===== src/rtl/axi4_lite_arbiter_pkg.sv =====
// axi4_lite_pkg: FSM state encoding, AXI response codes and default widths shared by the arbiter slice
package axi4_lite_pkg;
  localparam int ADDR_W_DEF = 32;
  localparam int DATA_W_DEF = 32;
  localparam logic [1:0] RESP_OKAY   = 2'b00;
  localparam logic [1:0] RESP_EXOKAY = 2'b01;
  localparam logic [1:0] RESP_SLVERR = 2'b10;
  localparam logic [1:0] RESP_DECERR = 2'b11;
  typedef enum logic [2:0] {IDLE, RADDR, RDATA, WADDR_DATA, WRESP} arb_state_t;
endpackage


===== src/rtl/axi4_lite_arbiter_if.sv =====
// axi4_lite_if: AXI4-Lite channel bundle with master and slave views
interface axi4_lite_if #(
  parameter int AW = 32,
  parameter int DW = 32
);
  logic [AW-1:0]   ARADDR;
  logic            ARVALID, ARREADY;
  logic [DW-1:0]   RDATA;
  logic [1:0]      RRESP;
  logic            RVALID, RREADY;
  logic [AW-1:0]   AWADDR;
  logic            AWVALID, AWREADY;
  logic [DW-1:0]   WDATA;
  logic [DW/8-1:0] WSTRB;
  logic            WVALID, WREADY;
  logic [1:0]      BRESP;
  logic            BVALID, BREADY;
  modport master (
    output ARADDR, ARVALID, RREADY, AWADDR, AWVALID, WDATA, WSTRB, WVALID, BREADY,
    input  ARREADY, RDATA, RRESP, RVALID, AWREADY, WREADY, BRESP, BVALID
  );
  modport slave (
    input  ARADDR, ARVALID, RREADY, AWADDR, AWVALID, WDATA, WSTRB, WVALID, BREADY,
    output ARREADY, RDATA, RRESP, RVALID, AWREADY, WREADY, BRESP, BVALID
  );
endinterface


===== src/rtl/axi4_lite_arbiter_rr.sv =====
// rr_arbiter_2: two-way round-robin grant; on a tie the requester not served last wins
module rr_arbiter_2 (
  input  logic [1:0] req,
  input  logic       last,
  output logic       gnt
);
  assign gnt = &req ? ~last : req[1];
endmodule


===== src/rtl/axi4_lite_arbiter.sv =====
// axi4_lite_arbiter: shares one AXI4-Lite master port between two requesters, one transaction at a time
// Optional watchdog enabled by defining AXI_ARB_TIMEOUT_EN.
module axi4_lite_arbiter
  import axi4_lite_pkg::*;
#(
  parameter int ADDRESS_WIDTH  = 32,
  parameter int DATA_WIDTH     = 32,
  parameter int TIMEOUT_CYCLES = 256
) (
  input  logic                        ACLK,
  input  logic                        ARESETN,
  input  logic [1:0]                  REQ_VALID,
  input  logic [1:0]                  REQ_WRITE,
  input  logic [2*ADDRESS_WIDTH-1:0]  REQ_ADDR,
  input  logic [2*DATA_WIDTH-1:0]     REQ_WDATA,
  input  logic [2*DATA_WIDTH/8-1:0]   REQ_WSTRB,
  output logic [1:0]                  REQ_READY,
  output logic [1:0]                  RSP_VALID,
  output logic [DATA_WIDTH-1:0]       RSP_RDATA,
  output logic [1:0]                  RSP_RESP,
  output logic                        TIMEOUT_ERR,
  axi4_lite_if.master                 m_axi
);
  arb_state_t state;
  logic last, gnt, owner, aw_done, w_done, aw_hs, w_hs;
  rr_arbiter_2 u_rr (.req(REQ_VALID), .last(last), .gnt(gnt));
  assign REQ_READY = (ARESETN && state == IDLE && REQ_VALID[gnt]) ? 2'b01 << gnt : 2'b00;
  assign aw_hs = m_axi.AWVALID && m_axi.AWREADY;
  assign w_hs  = m_axi.WVALID && m_axi.WREADY;
  always_ff @(posedge ACLK or negedge ARESETN)
    if (!ARESETN) begin
      state         <= IDLE;
      last          <= 1'b1;
      owner         <= 1'b0;
      aw_done       <= 1'b0;
      w_done        <= 1'b0;
      m_axi.ARVALID <= 1'b0;
      m_axi.ARADDR  <= '0;
      m_axi.RREADY  <= 1'b0;
      m_axi.AWVALID <= 1'b0;
      m_axi.AWADDR  <= '0;
      m_axi.WVALID  <= 1'b0;
      m_axi.WDATA   <= '0;
      m_axi.WSTRB   <= '0;
      m_axi.BREADY  <= 1'b0;
      RSP_VALID     <= 2'b00;
      RSP_RDATA     <= '0;
      RSP_RESP      <= RESP_OKAY;
    end else begin
      RSP_VALID <= 2'b00;
      case (state)
        IDLE: if (REQ_VALID[gnt]) begin
          last  <= gnt;
          owner <= gnt;
          if (REQ_WRITE[gnt]) begin
            state         <= WADDR_DATA;
            aw_done       <= 1'b0;
            w_done        <= 1'b0;
            m_axi.AWVALID <= 1'b1;
            m_axi.AWADDR  <= REQ_ADDR[gnt*ADDRESS_WIDTH +: ADDRESS_WIDTH];
            m_axi.WVALID  <= 1'b1;
            m_axi.WDATA   <= REQ_WDATA[gnt*DATA_WIDTH +: DATA_WIDTH];
            m_axi.WSTRB   <= REQ_WSTRB[gnt*(DATA_WIDTH/8) +: DATA_WIDTH/8];
          end else begin
            state         <= RADDR;
            m_axi.ARVALID <= 1'b1;
            m_axi.ARADDR  <= REQ_ADDR[gnt*ADDRESS_WIDTH +: ADDRESS_WIDTH];
          end
        end
        RADDR: if (m_axi.ARREADY) begin
          state         <= RDATA;
          m_axi.ARVALID <= 1'b0;
          m_axi.ARADDR  <= '0;
          m_axi.RREADY  <= 1'b1;
        end
        RDATA: if (m_axi.RVALID) begin
          state        <= IDLE;
          m_axi.RREADY <= 1'b0;
          RSP_VALID    <= 2'b01 << owner;
          RSP_RDATA    <= m_axi.RDATA;
          RSP_RESP     <= m_axi.RRESP;
        end
        WADDR_DATA: begin
          if (aw_hs) begin
            m_axi.AWVALID <= 1'b0;
            m_axi.AWADDR  <= '0;
            aw_done       <= 1'b1;
          end
          if (w_hs) begin
            m_axi.WVALID <= 1'b0;
            m_axi.WDATA  <= '0;
            m_axi.WSTRB  <= '0;
            w_done       <= 1'b1;
          end
          if ((aw_done || aw_hs) && (w_done || w_hs)) begin
            state        <= WRESP;
            m_axi.BREADY <= 1'b1;
          end
        end
        WRESP: if (m_axi.BVALID) begin
          state        <= IDLE;
          m_axi.BREADY <= 1'b0;
          RSP_VALID    <= 2'b01 << owner;
          RSP_RDATA    <= '0;
          RSP_RESP     <= m_axi.BRESP;
        end
        default: state <= IDLE;
      endcase
    end
`ifdef AXI_ARB_TIMEOUT_EN
  localparam int CW = $clog2(TIMEOUT_CYCLES + 1);
  arb_state_t state_d;
  logic [CW-1:0] tmo_cnt, tmo_cur;
  logic tmo_q, busy;
  // tmo_cur counts cycles already spent in the current state, zero on its first cycle
  assign busy        = state != IDLE;
  assign tmo_cur     = state != state_d ? '0 : tmo_cnt;
  assign TIMEOUT_ERR = tmo_q || (busy && tmo_cur == CW'(TIMEOUT_CYCLES - 1));
  always_ff @(posedge ACLK or negedge ARESETN)
    if (!ARESETN) begin
      state_d <= IDLE;
      tmo_cnt <= '0;
      tmo_q   <= 1'b0;
    end else begin
      state_d <= state;
      tmo_cnt <= (busy && tmo_cur != CW'(TIMEOUT_CYCLES - 1)) ? tmo_cur + 1'b1 : tmo_cur;
      tmo_q   <= TIMEOUT_ERR;
    end
`else
  assign TIMEOUT_ERR = 1'b0;
`endif
endmodule


===== src/flat_wrapper.sv =====
// flat-port wrapper written by rule: the top's interface ports become plain ports
module axi4_lite_arbiter_flat import axi4_lite_pkg::*;
#(
  parameter int ADDRESS_WIDTH  = 32,
  parameter int DATA_WIDTH     = 32,
  parameter int TIMEOUT_CYCLES = 256
)
  (ACLK, ARESETN, REQ_VALID, REQ_WRITE, REQ_ADDR, REQ_WDATA, REQ_WSTRB, REQ_READY, RSP_VALID, RSP_RDATA, RSP_RESP, TIMEOUT_ERR, m_axi_ARADDR, m_axi_ARVALID, m_axi_RREADY, m_axi_AWADDR, m_axi_AWVALID, m_axi_WDATA, m_axi_WSTRB, m_axi_WVALID, m_axi_BREADY, m_axi_ARREADY, m_axi_RDATA, m_axi_RRESP, m_axi_RVALID, m_axi_AWREADY, m_axi_WREADY, m_axi_BRESP, m_axi_BVALID);
  axi4_lite_if #(.AW(32), .DW(32)) m_axi_i ();
  input  logic ACLK;
  input  logic ARESETN;
  input  logic [1:0] REQ_VALID;
  input  logic [1:0] REQ_WRITE;
  input  logic [2*ADDRESS_WIDTH-1:0] REQ_ADDR;
  input  logic [2*DATA_WIDTH-1:0] REQ_WDATA;
  input  logic [2*DATA_WIDTH/8-1:0] REQ_WSTRB;
  output logic [1:0] REQ_READY;
  output logic [1:0] RSP_VALID;
  output logic [DATA_WIDTH-1:0] RSP_RDATA;
  output logic [1:0] RSP_RESP;
  output logic TIMEOUT_ERR;
  output wire logic [$bits(m_axi_i.ARADDR)-1:0] m_axi_ARADDR;
  output wire logic [$bits(m_axi_i.ARVALID)-1:0] m_axi_ARVALID;
  output wire logic [$bits(m_axi_i.RREADY)-1:0] m_axi_RREADY;
  output wire logic [$bits(m_axi_i.AWADDR)-1:0] m_axi_AWADDR;
  output wire logic [$bits(m_axi_i.AWVALID)-1:0] m_axi_AWVALID;
  output wire logic [$bits(m_axi_i.WDATA)-1:0] m_axi_WDATA;
  output wire logic [$bits(m_axi_i.WSTRB)-1:0] m_axi_WSTRB;
  output wire logic [$bits(m_axi_i.WVALID)-1:0] m_axi_WVALID;
  output wire logic [$bits(m_axi_i.BREADY)-1:0] m_axi_BREADY;
  input wire logic [$bits(m_axi_i.ARREADY)-1:0] m_axi_ARREADY;
  input wire logic [$bits(m_axi_i.RDATA)-1:0] m_axi_RDATA;
  input wire logic [$bits(m_axi_i.RRESP)-1:0] m_axi_RRESP;
  input wire logic [$bits(m_axi_i.RVALID)-1:0] m_axi_RVALID;
  input wire logic [$bits(m_axi_i.AWREADY)-1:0] m_axi_AWREADY;
  input wire logic [$bits(m_axi_i.WREADY)-1:0] m_axi_WREADY;
  input wire logic [$bits(m_axi_i.BRESP)-1:0] m_axi_BRESP;
  input wire logic [$bits(m_axi_i.BVALID)-1:0] m_axi_BVALID;
  assign m_axi_ARADDR = m_axi_i.ARADDR;
  assign m_axi_ARVALID = m_axi_i.ARVALID;
  assign m_axi_RREADY = m_axi_i.RREADY;
  assign m_axi_AWADDR = m_axi_i.AWADDR;
  assign m_axi_AWVALID = m_axi_i.AWVALID;
  assign m_axi_WDATA = m_axi_i.WDATA;
  assign m_axi_WSTRB = m_axi_i.WSTRB;
  assign m_axi_WVALID = m_axi_i.WVALID;
  assign m_axi_BREADY = m_axi_i.BREADY;
  assign m_axi_i.ARREADY = m_axi_ARREADY;
  assign m_axi_i.RDATA = m_axi_RDATA;
  assign m_axi_i.RRESP = m_axi_RRESP;
  assign m_axi_i.RVALID = m_axi_RVALID;
  assign m_axi_i.AWREADY = m_axi_AWREADY;
  assign m_axi_i.WREADY = m_axi_WREADY;
  assign m_axi_i.BRESP = m_axi_BRESP;
  assign m_axi_i.BVALID = m_axi_BVALID;
  axi4_lite_arbiter #(.ADDRESS_WIDTH(ADDRESS_WIDTH), .DATA_WIDTH(DATA_WIDTH), .TIMEOUT_CYCLES(TIMEOUT_CYCLES)) u_core (.ACLK(ACLK), .ARESETN(ARESETN), .REQ_VALID(REQ_VALID), .REQ_WRITE(REQ_WRITE), .REQ_ADDR(REQ_ADDR), .REQ_WDATA(REQ_WDATA), .REQ_WSTRB(REQ_WSTRB), .REQ_READY(REQ_READY), .RSP_VALID(RSP_VALID), .RSP_RDATA(RSP_RDATA), .RSP_RESP(RSP_RESP), .TIMEOUT_ERR(TIMEOUT_ERR), .m_axi(m_axi_i));
endmodule

===== config.mk =====
export PLATFORM = sky130hd
export DESIGN_NAME = axi4_lite_arbiter_flat
export DESIGN_NICKNAME = d
export VERILOG_FILES = /design/src/rtl/axi4_lite_arbiter_pkg.sv /design/src/rtl/axi4_lite_arbiter_if.sv /design/src/rtl/axi4_lite_arbiter_rr.sv /design/src/rtl/axi4_lite_arbiter.sv /design/src/flat_wrapper.sv
export SDC_FILE = /design/constraint.sdc
export NUM_CORES = 1
export LEC_CHECK = 0
export CORE_MARGIN = 1.5
export CORE_UTILIZATION = 41
export DETAILED_ROUTE_END_ITERATION = 16
export GPL_TIMING_DRIVEN = 0
export PLACE_DENSITY = 0.89
export SLEW_MARGIN = 20
export SYNTH_ARGS = -nofsm -noshare
export SYNTH_HDL_FRONTEND = slang
export SYNTH_SLANG_ARGS = --single-unit

===== constraint.sdc =====
create_clock -name ACLK -period 2.1 [get_ports ACLK]
set_input_delay 0.21 -clock ACLK [delete_from_list [all_inputs] [get_ports ACLK]]
set_output_delay 0.21 -clock ACLK [all_outputs]
set_load 0.02 [all_outputs]

=== Word level (Yosys, flattened, before mapping) ===
Cells that the tools add are included.

* Logic and storage cells: 119
* Output and inout port bits: 144
* Register bits after elaboration: 148

* Shift-type cells: 5
* Magnitude comparators: 1
* Reduce and logical (&&, ||, !) cells: 22
* Multiplexer cells: 60
* Equal/unequal tests: 13
* Bitwise gates (word level): 1

{| class="wikitable"
|+ Operator list
! cell !! count
|-
| 2-to-1 mux 32 bit || 11
|-
| case mux 32 bit (2 select lines) || 4
|-
| variable part select 64 x 7 -> 32 bit || 2
|-
| 2-to-1 mux 1 bit || 20
|-
| 2-to-1 mux 3 bit || 5
|-
| case mux 3 bit (5 select lines) || 1
|-
| case mux 1 bit (2 select lines) || 7
|-
| 2-to-1 mux 2 bit || 6
|-
| 2-to-1 mux 4 bit || 3
|-
| != test 2 bit, second input constant || 6
|-
| AND reduction 4 bit || 3
|-
| nonzero test 2 bit || 5
|-
| AND reduction 3 bit || 3
|-
| case mux 2 bit (2 select lines) || 2
|-
| case mux 4 bit (2 select lines) || 1
|-
| variable part select 8 x 4 -> 4 bit || 1
|-
| == test 3 x 2 -> 1 bit, second input constant || 2
|-
| != test 2 x 1 -> 1 bit, second input constant || 3
|-
| logical AND 1 bit || 5
|-
| AND reduction 5 bit || 1
|-
| AND reduction 2 bit || 2
|-
| left shift 1 x 1 -> 2 bit, first input constant || 2
|-
| == test 3 x 1 -> 1 bit, second input constant || 1
|-
| == test 3 bit, second input constant || 1
|-
| 4 further kinds || 5
|}

=== Depth between registers and ports, before layout ===
* Depth in word-level cells: 7
* Mapped depth: 8
* Depth with buffers taken out: 4

=== Hierarchy ===
Synthesis repeated with hierarchy kept, for this count alone.

* Cell total of the unflattened synthesis: 570
* Area, all modules: 6826.5 µm²

{| class="wikitable"
|+ Modules (own cells, without submodules)
! module !! times used !! area each (µm²) !! cells each
|-
| axi4_lite_arbiter || 1 || 6815.3 || 569
|-
| rr_arbiter_2 || 1 || 11.3 || 1
|}

=== Worst setup path before layout ===
OpenSTA, ideal clock, no wires.

* Path kind: register to output
* Start point: register u_core.state[0]
* End point: output REQ_READY[0]
* Arrival: 1.609 ns
* Slack: 0.281 ns
* Cell stages (with the launch flop): 6
* Cells stage by stage: dfrtp_1 > buf_2 > nor3_2 > o21ai_1 > clkbuf_1 > nor3b_1

* Word-level cells in the longest chain between the ends: 4

{| class="wikitable"
|+ RTL lines
! what !! RTL line !! RTL
|-
| start, declared || axi4_lite_arbiter.sv:24 || <nowiki>arb_state_t state;</nowiki>
|-
| start signal, assigned || axi4_lite_arbiter.sv:32 || <nowiki>state <= IDLE;</nowiki>
|-
| start signal, assigned || axi4_lite_arbiter.sv:56 || <nowiki>state <= WADDR_DATA;</nowiki>
|-
| start signal, assigned || axi4_lite_arbiter.sv:65 || <nowiki>state <= RADDR;</nowiki>
|-
| logical NOT 3 bit || axi4_lite_arbiter.sv:27 || <nowiki>assign REQ_READY = (ARESETN && state == IDLE && REQ_VALID[gnt]) ? 2'b01 << gnt : 2'b00;</nowiki>
|-
| logical AND 1 bit (2 in series) || axi4_lite_arbiter.sv:27 ||
|-
| 2-to-1 mux 2 bit || axi4_lite_arbiter.sv:27 ||
|-
| end, declared || flat_wrapper.sv:17 || <nowiki>output logic [1:0] REQ_READY;</nowiki>
|}

Every way passes these cells.

=== Worst setup path after layout ===
Ends and elaborated chain as after synthesis.

==> reports/qor.csv <==
stage,metric,value,unit
setup_path,critical path arrival,1.86,ns
outcome,failing checks,hold timing,
setup_path,FF-to-FF End,u_core.aw_done,
logic_synthesis,Synth area leader,dfrtp_1,
setup_path,Critical R2R Launch,u_core.state[0],
logic_synthesis,top post-synthesis cells by area,"dfrtp_1, mux2i_1, a22o_1, o211ai_1, o21ai_0",
logic_synthesis,Synth Area in Simple Gates,0.0496,
logic_synthesis,Yosys reg bits,148,
global_routing,vias in the first global route,6037,
logic_synthesis,Yosys cell types,37,
final_layout,Register Area,3700,um^2
cts,root buf cell,clkbuf_16,
logic_synthesis,Mapped Nets,721,
pwr,P_sw,0.00598,W
place,global placement routability congestion,0.798,
sta,Final WS setup,0.0294,ns
global_routing,first-pass GRT wire length,31500,um
final_layout,ANT cells,0,
place,dpl hpwl,15400,um
global_routing,Total GRT Usage,0.247,
setup_path,CP required,1.89,ns
floorplan,Die Width,129,um
place,Setup WS pre-CTS,-0.656,ns
floorplan,die height,129,um
pwr,Static Leak,4.77,nW
route,routed len/inst,18.4,um
place,DP Cell Count,1075,
setup_path,critical path type,flip-flop to output pin,
logic_synthesis,Synth Instances,538,
logic_synthesis,syn avg cell area,12.1,um^2
floorplan,die area,16700,um^2
cts,H-Tree Depth,4,
setup_path,crit-path max FO,10,
sta,Final Setup Violations,0,
sta,normalized max-slew margin,0.508,
final_layout,fillers,1118,
cts,CTS tree,done,
logic_synthesis,Post-synth EDFFs,0,
place,I/O Buffers,325,
final_layout,Layout area overhead,64.8,%
route,Vias,5702,
route,Vias/cell,5.15,
sta,final hold violation count,72,
floorplan,Initial Util,0.425,
setup_path,CP endpoint kind,output pin,
pwr,internal power,0.00980,W
cts,clk_lat worst skew,0.41,ns
sta,post-route minimum period,2.07,ns
pwr,Comb pwr share,0.499,
global_routing,grt ovf,0,
logic_synthesis,Yosys Warn Count,0,
setup_path,worst reg-to-reg setup slack,0.13,ns
logic_synthesis,"count leader, synth",dfrtp_1,
logic_synthesis,top_reg_cell synth,dfrtp_1,
logic_synthesis,Yosys top cell area share,0.563,
route,Post-Route WL,20400,um
floorplan,Core Rows,45,
pwr,Peak VDD IR,0.000646,V
cts,Sink Count,148,
floorplan,core box area,15400,um^2
logic_synthesis,main combinational cell family by area after synthesis,compound AO/OA/AOI/OAI gates,
logic_synthesis,Post-synth top cells,"dfrtp_1, mux2i_1, nand2_1, o21ai_0, o211ai_1",
pwr,sequential share of power,0.307,
cts,clock buffer count from CTS,17,
final_layout,fraction of layout cells with a size suffix above 1,0.106,
sta,worst-margin pin slew,0.738,ns
sta,fmax,483,MHz
outcome,outcome,"finished, violations left",
setup_path,Worst setup endpoint,REQ_READY[0],
final_layout,nets,1068,
cts,clk buf depth,2,
run,number of max-cap violations,0,
sta,RSZ-0062 raised after global routing,yes,
logic_synthesis,asr flop ratio synth,1.00,
worst_hold_path,Min-Delay Path Class,primary input to async pin,
setup_path,crit path launch type,flip-flop,
pwr,pwr dens,1470,nW/um^2
sta,final worst path period share,0.986,
logic_synthesis,register area share after synthesis,0.567,
pwr,switching share of power,0.379,
setup_path,worst r2r path cells,7,
sta,skew final,0.00801,ns
logic_synthesis,Synth Area in Compound Gates,0.186,
global_routing,largest net degree at the start of global routing,78,
pwr,clock share of power,0.193,
route,Antenna Nets Post-Route,0,
logic_synthesis,proportion of synthesized area in mux cells,0.158,
route,DRT Pass-1 Iters,5,
sta,Final Slew Violations,0,
global_routing,initial antenna violation count,0,
route,1st-iter DRT viols,211,
logic_synthesis,synthesized area,6530,um^2
route,Residual DRC,0,
floorplan,num ports,327,
logic_synthesis,xor/xnor share of the synthesized area,0,
setup_path,CP Launch Point,u_core.state[0],
cts,Worst-path clk slew,0.06,ns
final_layout,multi-input combinational cell area,2600,um^2
logic_synthesis,post-synthesis adder-cell area fraction,0,
final_layout,Non-Filler Instances,1107,
sta,Worst Hold Slack,-0.254,ns
registers in the layout, summed over array words and instances (netlist names):
name	cells
u_core.m_axi.WDATA	32
u_core.m_axi.WSTRB	4
u_core.owner	1
u_core.aw_done	1
u_core.RSP_RESP	2
u_core.RSP_RDATA	32
u_core.w_done	1
u_core.last	1
u_core.m_axi.ARVALID	1
u_core.RSP_VALID	2
u_core.m_axi.AWVALID	1
u_core.state	3
u_core.m_axi.ARADDR	32
u_core.m_axi.BREADY	1
u_core.m_axi.WVALID	1
u_core.m_axi.AWADDR	32
u_core.m_axi.RREADY	1
area by class of cell:
class,count,share of cell area
buffer,51,0.0260
inverter,4,0.00140
multi-input combinational,334,0.241
sequential,148,0.344
timing repair buffer,329,0.307
clock buffer,22,0.0459
tap,211,0.0245
clock inverter,8,0.00919
worst min-delay path by stage:
stage          cells after the start                      end  slack [ns]    startpoint
2_1_floorplan                      0      u_core.RSP_RDATA[0]       -0.09       ARESETN
3_3_place_gp                       1      u_core.RSP_VALID[0]        0.44  u_core.owner
3_5_place_dp                       1  u_core.m_axi.ARADDR[14]        0.22       ARESETN
4_1_cts                            1  u_core.m_axi.ARADDR[14]       -0.22       ARESETN
5_1_grt                            1  u_core.m_axi.ARADDR[14]       -0.21       ARESETN
6_report                           1  u_core.m_axi.ARADDR[14]       -0.25       ARESETN
metal layers:
metal	wire length, um	GRT usage
met5	0	0
met4	461	0.0787
met3	1660	0.0875
met2	10400	0.436
met1	7870	0.280
logic make-up (layout without fill, tap and decap cells):
| kind of cell | count (synthesis) | in the layout |
|---|---|---|
| AOI/OAI and AO/OA | 159 | 159 |
| DFF | 148 | 148 |
| muxes | 103 | 103 |
| and+or+nand+nor | 71 | 71 |
| buffers and inverters | 56 | 414 |
| other | 1 | 1 |
power by group through the flow:
stage	clock [W]	sequential, W	combinational (W)
finish	0.00305	0.00485	0.00788
global route	0.00321	0.00501	0.00842
CTS	0.00309	0.00485	0.00794
floorplan	0	0.00628	0.00263
detailed placement	0	0.00488	0.00782
global placement	0	0.00483	0.00768
critical path, stage by stage (launching register included):
cell and delay (ns):
dfrtp_1 0.35, buf_2 0.18, nor3_4 0.21, o21ai_2 0.14, clkbuf_4 0.21, nor3b_1 0.17, buf_2 0.19
stage by stage:
stage	area (um^2)	total power (W)	util	hold WS [ns]	TNS [ns]
after global placement	10000	0.0125	0.654	0.444	-809.66
after CTS	10700	0.0159	0.698	-0.220	0
final	10800	0.0158	0.700	-0.254	0
after global routing	10800	0.0166	0.700	-0.206	-0.0714
after floorplan	6530	0.00891	-	-0.0856	0
after detailed placement	10100	0.0127	0.656	0.216	-46.86
timing repair:
action / in CTS / in global routing
buffers inserted: 1 / 2
hold endpoints to repair: 72 / 72
resized for setup: 29 / 18
endpoints found under the setup margin: 64 / 62
pin swaps: 1 / 0
layout by cell type (no fill, tap or decap), drive strengths merged:
cell           synthesis  layout
clkdlybuf4s50          0     322
or2                    3       3
a21oi                  5       5
a22o                  33      33
dfrtp                147     147
nand2                 44      44
nor3b                  1       1
o2bb2ai               32      32
clkdlybuf4s15          0       1
or3                    2       2
inv                    4       5
clkinvlp               0       2
nand4                  2       2
buf                   26      33
and3b                  2       2
a21o                   1       1
a221o                  1       1
conb                   1       1
o311ai                 1       1
o21ai                 43      43
nor2b                  3       3
dfstp                  1       1
a21boi                 1       1
mux2i                103     103
clkbuf                26      46
nand2b                 2       2
bufinv                 0       2
o41ai                  1       1
nor2                   8       8
a31oi                  4       4
a32o                   1       1
and2                   1       1
o211ai                36      36
and3                   2       2
clkinv                 0       3
nor3                   1       1
(Power assumes the default switching activity.)
